[src/rtl/multdiv_issue_ctrl.sv]
// multdiv_issue_ctrl: issues one mult/div operation, stalls the pipeline until the unit is ready, then presents a one-cycle writeback (optional WAIT timeout via MULTDIV_TIMEOUT_EN)
module multdiv_issue_ctrl #(
  parameter int WIDTH   = 32,
  parameter int REG_W   = 5,
  parameter int TIMEOUT = 40
) (
  input  logic             clk,
  input  logic             reset,
  input  logic             in_valid,
  input  logic             in_is_div,
  input  logic [WIDTH-1:0] in_opA,
  input  logic [WIDTH-1:0] in_opB,
  input  logic [REG_W-1:0] in_rd,
  output logic             md_ctrl_mult,
  output logic             md_ctrl_div,
  output logic [WIDTH-1:0] md_opA,
  output logic [WIDTH-1:0] md_opB,
  input  logic [WIDTH-1:0] md_result,
  input  logic             md_exception,
  input  logic             md_resultRDY,
  output logic             stall,
  output logic             wb_valid,
  output logic [REG_W-1:0] wb_rd,
  output logic [WIDTH-1:0] wb_data,
  output logic             wb_exception
);
  typedef enum logic [1:0] {IDLE, ISSUE, WAIT, DONE} state_t;
  state_t           state;
  logic [REG_W-1:0] rd_q;
  logic             is_div_q;
`ifdef MULTDIV_TIMEOUT_EN
  localparam int CW = $clog2(TIMEOUT + 1);
  logic [CW-1:0] cnt;
  logic          expired;
  // cnt holds completed WAIT cycles, so the current WAIT cycle is number cnt+1
  assign expired = (cnt == CW'(TIMEOUT - 1));
`endif
  // strobes and writeback valid decode straight from the state register
  assign md_ctrl_mult = (state == ISSUE) & ~is_div_q;
  assign md_ctrl_div  = (state == ISSUE) & is_div_q;
  assign wb_valid     = (state == DONE);
  // stall is gated by reset so it drops immediately on an abort
  assign stall = ~reset & (((state == IDLE) & in_valid) | (state == ISSUE) | (state == WAIT));
  // issue/wait/writeback sequencing with operand and result capture
  always_ff @(posedge clk or posedge reset) begin
    if (reset) begin
      state        <= IDLE;
      md_opA       <= '0;
      md_opB       <= '0;
      rd_q         <= '0;
      is_div_q     <= 1'b0;
      wb_rd        <= '0;
      wb_data      <= '0;
      wb_exception <= 1'b0;
`ifdef MULTDIV_TIMEOUT_EN
      cnt          <= '0;
`endif
    end else begin
      case (state)
        IDLE: if (in_valid) begin
          md_opA   <= in_opA;
          md_opB   <= in_opB;
          rd_q     <= in_rd;
          is_div_q <= in_is_div;
          state    <= ISSUE;
        end
        ISSUE: begin
          state <= WAIT;
`ifdef MULTDIV_TIMEOUT_EN
          cnt   <= '0;
`endif
        end
        WAIT: if (md_resultRDY) begin
          wb_data      <= md_result;
          wb_exception <= md_exception;
          wb_rd        <= rd_q;
          state        <= DONE;
        end
`ifdef MULTDIV_TIMEOUT_EN
        else if (expired) begin
          wb_data      <= '0;
          wb_exception <= 1'b1;
          wb_rd        <= rd_q;
          state        <= DONE;
        end else begin
          cnt <= cnt + 1'b1;
        end
`endif
        DONE: state <= IDLE;
      endcase
    end
  end
endmodule
[config.mk]
export PLATFORM = sky130hd
export DESIGN_NAME = multdiv_issue_ctrl
export DESIGN_NICKNAME = d
export VERILOG_FILES = /design/src/rtl/multdiv_issue_ctrl.sv
export SDC_FILE = /design/constraint.sdc
export NUM_CORES = 1
export LEC_CHECK = 0
export CORE_UTILIZATION = 40
export CTS_CLUSTER_DIAMETER = 120
export DETAILED_ROUTE_END_ITERATION = 8
export PLACE_DENSITY_LB_ADDON = 0.3
export SYNTH_ARGS = -nofsm -noshare
export SYNTH_HDL_FRONTEND = slang
export SYNTH_SLANG_ARGS = --single-unit
[constraint.sdc]
create_clock -name clk -period 5.01 [get_ports clk]
set_clock_uncertainty 0.2 [all_clocks]
set_input_delay 1.002 -clock clk [delete_from_list [all_inputs] [get_ports clk]]
set_output_delay 1.002 -clock clk [all_outputs]
set_load 0.02 [all_outputs]
==> results_dict.tcl, run 1 <==
set metrics [dict create \
    async_reset_ff_share_pct 100 \
    timing.hold.worst.class "reg -> reg" \
    grt-ovfl-total 0 \
    routability_congestion_estimate 0.718 \
    chipWidth_um 106 \
    synthXorXnorAreaFrac_pct 0 \
    post-cts-setup-buffer-count 0 \
    detailedRoute.firstIterationViolations 82 \
    dp_worst_setup_slack_ns 1.50 \
    core_um2 10400 \
    clkLatencyLatePin_ns 0.38 \
    synth_seq_area_share_pct 64.2 \
    vdd.ir_drop.worst_mv 0.404 \
    die-area_um2 11100 \
    fin_crit_sh_pct 70.0 \
    mapped_area_um2 4290 \
    setup.worst_path.class "in -> out" \
    portBuffers 212 \
    main_combinational_cell_family_by_area_after_synthesis "multiplexers" \
    die-height_um 106 \
    synth_compound_gate_area_share_pct 0.438 \
    first_pass_iters 4 \
    static-leakage-power_uw 0.00288 \
    drv_slew 0 \
    cp_max_fo 2 \
    synthMuxAreaShare_pct 30.4 \
    max_clock_freq_mhz 285 \
    post_cts_hold_buffer_count 0 \
    power-per-cell-area_nw_per_um2 670 \
    vias 2851 \
    synth.largest_area_cell "sky130_fd_sc_hd__dfrtp_1" \
    timing.max_slew.rel_slack_pct 26.3 \
    clock_tree.root_cell "sky130_fd_sc_hd__clkbuf_8" \
    cts.repair.resized 0 \
    post-route-drc-count 0 \
    post-place-cells 587 \
    synth-simple-area-share_pct 0.613 \
    clock_sink_count 110 \
    grt_max_degree 85 \
    status "finished clean" \
    cp-start-kind "primary input" \
    finalHoldViolCount 0 \
    final.setup.worst_slack_ns 1.50 \
    critPathCaptureType "output port" \
    synthesis.nets 358 \
    timing.critical_path.slowest_stage_cell "sky130_fd_sc_hd__clkdlybuf4s50_1" \
    synth_top_cells_by_count "110 x sky130_fd_sc_hd__dfrtp_1, 89 x sky130_fd_sc_hd__mux2_2, 20 x sky130_fd_sc_hd__mux2_4" \
    first_global_vias 3224 \
    signed_area_change_from_the_synthesized_netlist_to_the_final_layout_pct 56.0 \
    synth_enable_flop_cells 0 \
    setup.reg_to_reg.worst_slack_ns 2.72 \
    post-synth-top-area-fraction_pct 64.2 \
    critical-path-max-stage-delay_ns 0.62 \
    finalCriticalPeriod_ns 3.51 \
    synthCells 247 \
    detailed_place_hpwl_um 6990 \
    rsz0062_at_grt "false" \
    number_of_buffers_inserted_during_clock_tree_synthesis 9 \
    wire_length_of_the_first_global_routing_pass_um 15700 \
    setup-violations-final 0 \
    grt_util_overall_pct 18.5 \
    avgViaCountPerCell 4.73 \
    cp_cell_sequence "clkdlybuf4s50_1, nand2_2, a21oi_1, clkdlybuf4s50_1" \
    placement_rows 37 \
    max-cap-violations 0 \
    fill_cells 808 \
    synth.top_cells.by_area "sky130_fd_sc_hd__dfrtp_1 64%, sky130_fd_sc_hd__mux2_2 23%, sky130_fd_sc_hd__mux2_4 7.0%, sky130_fd_sc_hd__buf_6 2.6%, sky130_fd_sc_hd__ha_1 1.2%" \
    post-layout-total-power_uw 4480 \
    ff_latch_area_um2 2750 \
    crit_path_frequent_cell "sky130_fd_sc_hd__clkdlybuf4s50_1" \
    synthFlopType "sky130_fd_sc_hd__dfrtp_1" \
    grt_antenna_before_repair 0 \
    num_io_pins 213 \
    final_nets 573 \
    worst_setup_hold_path_clk_slew_ns 0.08 \
    synth_most_common_cell "sky130_fd_sc_hd__dfrtp_1" \
    multiInputGateArea_um2 1400 \
    antenna_left 0 \
    ys_warn_count 0 \
    final_layout_size_suffix_gt1_share_pct 27.8 \
    synth_adder_area_share_pct 1.17 \
    cts_buffer_depth 2 \
    post_synth.cell_area_avg_um2 17.4 \
    ys_types 15 \
    start_util_pct 41.3 \
    antennaDiodeCount 0 \
    tightestPinTransition_ns 1.10 \
    htree_levels 3 \
    yosys_register_bits 110 \
    timing.setup.tns_ns 0 \
    wl_per_cell_um 16.0 \
    wirelength_um 9670 \
    cp.arrival_ns 2.30 \
    worst_ep_required_time_ns 3.81 \
    fin_cells 603 \
    cts_tree "done" \
]
[through the flow]
stage	util (%)	hold slack, ns	cell area (µm²)
6_report	64.5	0.311	6690
5_1_grt	64.5	0.327	6690
4_1_cts	64.5	0.315	6690
3_5_place_dp	62.6	0.292	6490
3_3_place_gp	62.6	0.282	6490
2_1_floorplan	-	0.276	4290
[report_power, final]
group | switching (µW) | internal, µW | leakage [µW]
combinational | 1040 | 1320 | 0.00147
clock | 286 | 256 | 0.000106
sequential | 230 | 1340 | 0.00130
total | 1560 | 2920 | 0.00288
[path summary, 6_finish.rpt]
check,depth (start not counted),from,end
worst max-delay path,4,in_valid,stall
worst min-delay path,1,wb_data[0]$_DFFE_PP0P_,wb_data[0]$_DFFE_PP0P_
worst max register to register,4,state[0]$_DFFE_PP0P_,wb_data[16]$_DFFE_PP0P_
worst min register to register,1,wb_data[0]$_DFFE_PP0P_,wb_data[0]$_DFFE_PP0P_
max in group asynchronous,3,reset,md_opB[11]$_DFFE_PP0P_
min in group asynchronous,2,reset,md_opB[5]$_DFFE_PP0P_
[critical path, delay by kind of cell]
family	cells	cell delay [ns]
buf+inv	2	1.11
compound gates	1	0.12
simple gates	1	0.07
[placed cells by master (no fill, tap or decap), types with 2 or more instances in the layout]
cell type,instances
sky130_fd_sc_hd__clkinv_2,3
sky130_fd_sc_hd__inv_1,4
sky130_fd_sc_hd__clkbuf_8,11
sky130_fd_sc_hd__mux2_2,89
sky130_fd_sc_hd__nand2_2,2
sky130_fd_sc_hd__ha_1,4
sky130_fd_sc_hd__mux2_4,20
sky130_fd_sc_hd__buf_4,3
sky130_fd_sc_hd__clkdlybuf4s50_1,212
sky130_fd_sc_hd__dfrtp_1,110
[state kept, by name, indices dropped and copies added (netlist names)]
register	flops
rd_q	5
md_opA	32
wb_rd	5
state	2
wb_data	32
wb_exception	1
is_div_q	1
md_opB	32
[layout make-up]
class,instances,area share (%)
clock buffer,12,2.32
clock inverter,4,0.673
inverter,5,0.318
multi-input combinational,121,20.9
sequential,110,41.2
tap,136,2.54
timing repair buffer,215,32.1
[metal layers]
layer	vias up	GRT usage [%]	wire, µm
li1	1284	-	-
met4	0	8.93	287
met5	-	0	0
met2	125	31.3	5020
met1	1421	19.5	3490
met3	21	8.60	871
[logic make-up (layout without fill, tap and decap cells)]
kind of cell    Yosys count  in the layout
flops                   110            110
compound gates            3              3
mux                     109            109
buf+inv                  16            236
fa+ha+maj                 4              4
simple gates              5              5
(Power assumes the default switching activity.)
==> run 2, diff against run 1 <==
Clock period 5.01 ns to 3.37 ns, I/O delays scaled along.
==> run 2 against run 1 <==
Against the previous run:
- highest routed layer unchanged
- sequential power increased by 48%
- critical path type unchanged
- critical path depth unchanged
- routed wire length decreased by 0.30%
==> results_dict.tcl, run 2 (same netlist as run 1, synthesis figures left out) <==
set metrics [dict create \
    status "finished clean" \
    rsz0062_at_grt "false" \
    grt_max_degree 71 \
    antenna_left 0 \
    first_global_vias 3134 \
    timing.critical_path.slowest_stage_cell "sky130_fd_sc_hd__clkdlybuf4s50_1" \
    die-area_um2 11100 \
    fill_cells 801 \
    number_of_buffers_inserted_during_clock_tree_synthesis 9 \
    tightestPinTransition_ns 0.922 \
    regToRegStartpoint "state[0]$_DFFE_PP0P_" \
    design_area_um2 6680 \
    finalCriticalPeriod_ns 2.87 \
    cp-startpoint "in_valid" \
    layout.cells.most_common "sky130_fd_sc_hd__clkdlybuf4s50_1" \
    routability_congestion_estimate 0.708 \
    first_pass_iters 4 \
    post_cts_hold_buffer_count 0 \
    place_area_um2 6500 \
    clkLatencyLatePin_ns 0.36 \
    start_util_pct 41.3 \
    cp.arrival_ns 2.00 \
    min-delay-start "rd_q[2]$_DFFE_PP0P_" \
    post-cts-setup-buffer-count 0 \
    max-cap-violations 0 \
    cp_cell_sequence "clkdlybuf4s50_1, nand2_2, a21oi_1, clkdlybuf4s50_1" \
    timing.setup.tns_ns 0 \
    vdd.ir_drop.worst_mv 0.494 \
    cts_tree "done" \
    die-height_um 106 \
    worst_ep_required_time_ns 2.50 \
    post-route-drc-count 0 \
    final.setup.worst_slack_ns 0.497 \
    core_um2 10400 \
    wirelength_um 9640 \
    post-layout-total-power_uw 6590 \
    grt-ovfl-total 0 \
    drv_slew 0 \
    portBuffers 212 \
    crit_path_frequent_cell "sky130_fd_sc_hd__clkdlybuf4s50_1" \
    fin_crit_sh_pct 85.3 \
    num_io_pins 213 \
    vias 2798 \
    ff_latch_area_um2 2750 \
    cts.repair.resized 0 \
    multiInputGateArea_um2 1400 \
    grt_antenna_before_repair 0 \
    antennaDiodeCount 0 \
    wire_length_of_the_first_global_routing_pass_um 15400 \
    signed_area_change_from_the_synthesized_netlist_to_the_final_layout_pct 55.9 \
    final_layout_size_suffix_gt1_share_pct 28.2 \
    critical-path-max-stage-delay_ns 0.62 \
    layout.cells.most_common_list "212 x sky130_fd_sc_hd__clkdlybuf4s50_1, 110 x sky130_fd_sc_hd__dfrtp_1, 89 x sky130_fd_sc_hd__mux2_2, 20 x sky130_fd_sc_hd__mux2_4, 10 x sky130_fd_sc_hd__clkbuf_8" \
    timing.max_slew.rel_slack_pct 38.5 \
    placement_rows 37 \
    htree_levels 3 \
    worst_setup_hold_path_clk_slew_ns 0.10 \
    dp_worst_setup_slack_ns 0.497 \
    timing.hold.worst.class "reg -> reg" \
    clock_tree.root_cell "sky130_fd_sc_hd__clkbuf_8" \
    avgViaCountPerCell 4.63 \
    rr_worst_depth 5 \
    detailed_place_hpwl_um 6960 \
    setup.worst_path.class "in -> out" \
    chipWidth_um 106 \
    finalHoldViolCount 0 \
    max_clock_freq_mhz 348 \
    cp_max_fo 2 \
    cp-start-kind "primary input" \
    cts_buffer_depth 2 \
    registers_with_the_most_flip_flops "md_opA: 32 flops, md_opB: 32 flops, wb_data: 32 flops" \
    setup-violations-final 0 \
    detailedRoute.firstIterationViolations 78 \
    grt_util_overall_pct 17.8 \
    critPathCaptureType "output port" \
    clock_sink_count 110 \
    wl_per_cell_um 16.0 \
    power-per-cell-area_nw_per_um2 986 \
    final_nets 574 \
    worst_hold_path.num_cells 1 \
    static-leakage-power_uw 0.00286 \
]
## run 2: cell types whose count changed in the layout (fill, tap and decap cells not counted)
cell and delta:
sky130_fd_sc_hd__clkbuf_8 -1, sky130_fd_sc_hd__buf_4 +1, sky130_fd_sc_hd__clkinv_4 +2, sky130_fd_sc_hd__inv_4 -1, sky130_fd_sc_hd__bufinv_16 -1, sky130_fd_sc_hd__inv_6 +1
sky130_fd_sc_hd__clkinv_2 -2, sky130_fd_sc_hd__clkbuf_1 -1, sky130_fd_sc_hd__clkinvlp_4 +3
## run 2: layout make-up
class                   count  share of cell area, %
repair buffers            216                   32.2
multi-input cells         121                   21.0
clock buffers              10                   2.06
flip-flops and latches    110                   41.2
clock inverters             6                  0.693
well taps                 136                   2.55
inverters                   5                  0.337
## run 2: stage by stage
stage / hold WS, ns / instances / util, %
floorplan: 0.276 / 247 / -
detailed placement: 0.289 / 588 / 62.7
global placement: 0.282 / 588 / 62.7
CTS: 0.310 / 604 / 64.4
finish: 0.307 / 604 / 64.4
global route: 0.318 / 604 / 64.4
## run 2: power by group
| part | internal (µW) | total [µW] | switching, µW |
|---|---|---|---|
| Sequential | 2000 | 2340 | 339 |
| Clock | 293 | 739 | 446 |
| Combinational | 1960 | 3510 | 1550 |
| Total | 4250 | 6590 | 2340 |
## run 2: final timing paths
kind / to / slack (ns)
max: stall / 0.50
min: wb_rd[2]$_DFFE_PP0P_ / 0.31
max reg2reg: md_opA[26]$_DFFE_PP0P_ / 1.09
min reg2reg: wb_rd[2]$_DFFE_PP0P_ / 0.31
max in group asynchronous: md_opA[24]$_DFFE_PP0P_ / 1.69
min in group asynchronous: md_opA[22]$_DFFE_PP0P_ / 0.66
## run 2: routing by layer
metal,global-route usage [%],up-vias,wire [µm]
met4,6.35,0,137
met3,4.82,9,546
met1,19.9,1397,3790
met5,0,-,0
li1,-,1288,-
met2,32.6,104,5170
## run 2: critical path, delay by kind of cell
family	cells	cell delay [ns]
AO/OA/AOI/OAI	1	0.12
AND/OR/NAND/NOR	1	0.08
buffers and inverters	2	1.13
==> run 3, diff against run 2 <==
--- a/config.mk
+++ b/config.mk
@@ -8,3 +8,3 @@
 export CORE_UTILIZATION = 40
-export CTS_CLUSTER_DIAMETER = 120
+export CTS_CLUSTER_DIAMETER = 50
 export DETAILED_ROUTE_END_ITERATION = 8
--- a/constraint.sdc
+++ b/constraint.sdc
@@ -4,2 +4,2 @@
 set_output_delay 0.674 -clock clk [all_outputs]
-set_load 0.02 [all_outputs]
+set_load 0.005 [all_outputs]
==> run 3 against run 2 <==
Against the previous run:
- core utilization rose by 0.42 points
- critical path depth did not move
- largest power group unchanged
- via count hardly changed
- final cell count unchanged
- critical path type unchanged
- register-to-register slack better by 0.02 ns
- sequential share of layout area fell by 0.27 points
- combinational power shrank 22%
- count of clock-buffer cells in the layout up 2
- fmax rose by 3.5%
- largest cell class unchanged
- routed wire length is 0.77% lower
- non-clock buffer count is the same
==> results_dict.tcl, run 3 (same netlist as run 1, synthesis figures left out) <==
set metrics [dict create \
    status "finished clean" \
    htree_levels 3 \
    tightestPinTransition_ns 0.895 \
    first_pass_iters 4 \
    finalHoldViolCount 0 \
    die-area_um2 11100 \
    routability_congestion_estimate 0.703 \
    timing.max_slew.rel_slack_pct 40.4 \
    core_um2 10400 \
    rsz0062_at_grt "false" \
    cts_tree "done" \
    setup.worst_path.class "in -> out" \
    post_cts_hold_buffer_count 0 \
    detailed_place_hpwl_um 6930 \
    grt_util_overall_pct 18.0 \
    signed_area_change_from_the_synthesized_netlist_to_the_final_layout_pct 56.9 \
    worst_setup_hold_path_clk_slew_ns 0.09 \
    wl_per_cell_um 15.8 \
    cp-start-kind "primary input" \
    cp_max_fo 2 \
    dp_worst_setup_slack_ns 0.605 \
    placement_rows 37 \
    post-route-drc-count 0 \
    final.setup.worst_slack_ns 0.594 \
    chipWidth_um 106 \
    post-cts-setup-buffer-count 0 \
    layout.cells.most_common "sky130_fd_sc_hd__clkdlybuf4s50_1" \
    grt-ovfl-total 0 \
    portBuffers 212 \
    timing.setup.tns_ns 0 \
    clock_tree.root_cell "sky130_fd_sc_hd__clkbuf_8" \
    die-height_um 106 \
    vdd.ir_drop.worst_mv 0.495 \
    final_layout_size_suffix_gt1_share_pct 27.8 \
    drv_slew 0 \
    setup-violations-final 0 \
    registers_with_the_most_flip_flops "md_opA: 32 flops, md_opB: 32 flops, wb_data: 32 flops" \
    antenna_left 0 \
    first_global_vias 3046 \
    max-cap-violations 0 \
    critPathCaptureType "output port" \
    clkLatencyLatePin_ns 0.37 \
    cts_buffer_depth 2 \
    layout.cells.most_common_list "212 x sky130_fd_sc_hd__clkdlybuf4s50_1, 110 x sky130_fd_sc_hd__dfrtp_1, 89 x sky130_fd_sc_hd__mux2_2, 20 x sky130_fd_sc_hd__mux2_4, 10 x sky130_fd_sc_hd__clkbuf_8" \
    vias 2800 \
    number_of_buffers_inserted_during_clock_tree_synthesis 9 \
    detailedRoute.firstIterationViolations 47 \
    clock_sink_count 110 \
    max_clock_freq_mhz 360 \
    antennaDiodeCount 0 \
    fin_crit_sh_pct 82.4 \
    cp.arrival_ns 1.90 \
    wire_length_of_the_first_global_routing_pass_um 15300 \
    static-leakage-power_uw 0.00289 \
    holdWs_ns 0.309 \
    power-per-cell-area_nw_per_um2 882 \
    cts.repair.resized 0 \
    grt_antenna_before_repair 0 \
    grt_max_degree 71 \
    wirelength_um 9570 \
    avgViaCountPerCell 4.64 \
    start_util_pct 41.3 \
    final_nets 574 \
    num_io_pins 213 \
    timing.hold.worst.class "reg -> reg" \
    worst_ep_required_time_ns 2.50 \
    finalCriticalPeriod_ns 2.78 \
]
## run 3: path summary, 6_finish.rpt
kind                                            from                     end  slack, ns  depth (start not counted)
worst min register to register   rd_q[2]$_DFFE_PP0P_    wb_rd[2]$_DFFE_PP0P_       0.31                          1
worst max register to register  state[0]$_DFFE_PP0P_  md_opB[29]$_DFFE_PP0P_       1.11                          5
worst max-delay path                        in_valid                   stall       0.59                          4
worst min-delay path             rd_q[2]$_DFFE_PP0P_    wb_rd[2]$_DFFE_PP0P_       0.31                          1
max in group asynchronous                      reset  md_opA[29]$_DFFE_PP0P_       1.64                          3
min in group asynchronous                      reset   md_opB[8]$_DFFE_PP0P_       0.59                          2
## run 3: cell type report
class	instances	area [µm²]
tap	136	170
inverter	5	22.5
clock buffer	12	145
sequential	110	2750
multi-input combinational	121	1400
clock inverter	4	70.1
timing repair buffer	216	2160
fill	792	3640
## run 3: power breakdown
group          internal (µW)  leakage, µW  switching, µW
Clock                    438     0.000110            426
Combinational           1950      0.00148            784
Sequential              2000      0.00130            339
Total                   4380      0.00289           1550
## run 3: stage by stage
stage	utilization [%]	instance area [µm²]	power (µW)	std cells
finish	64.9	6730	5930	604
global placement	62.8	6510	5040	588
global route	64.9	6730	6290	604
detailed placement	62.8	6510	5130	588
floorplan	-	4290	3530	247
CTS	64.9	6730	6020	604
## run 3: worst max-delay path, cell delays in order
cell and delay [ns]:
sky130_fd_sc_hd__clkdlybuf4s50_1 0.51, sky130_fd_sc_hd__nand2_2 0.08, sky130_fd_sc_hd__a21oi_1 0.13, sky130_fd_sc_hd__clkdlybuf4s50_1 0.51
## run 3: metal layers
layer	global-route usage (%)	wire length (µm)
met4	10.8	342
met5	0	0
met3	5.19	667
met2	29.7	4890
met1	20.8	3670
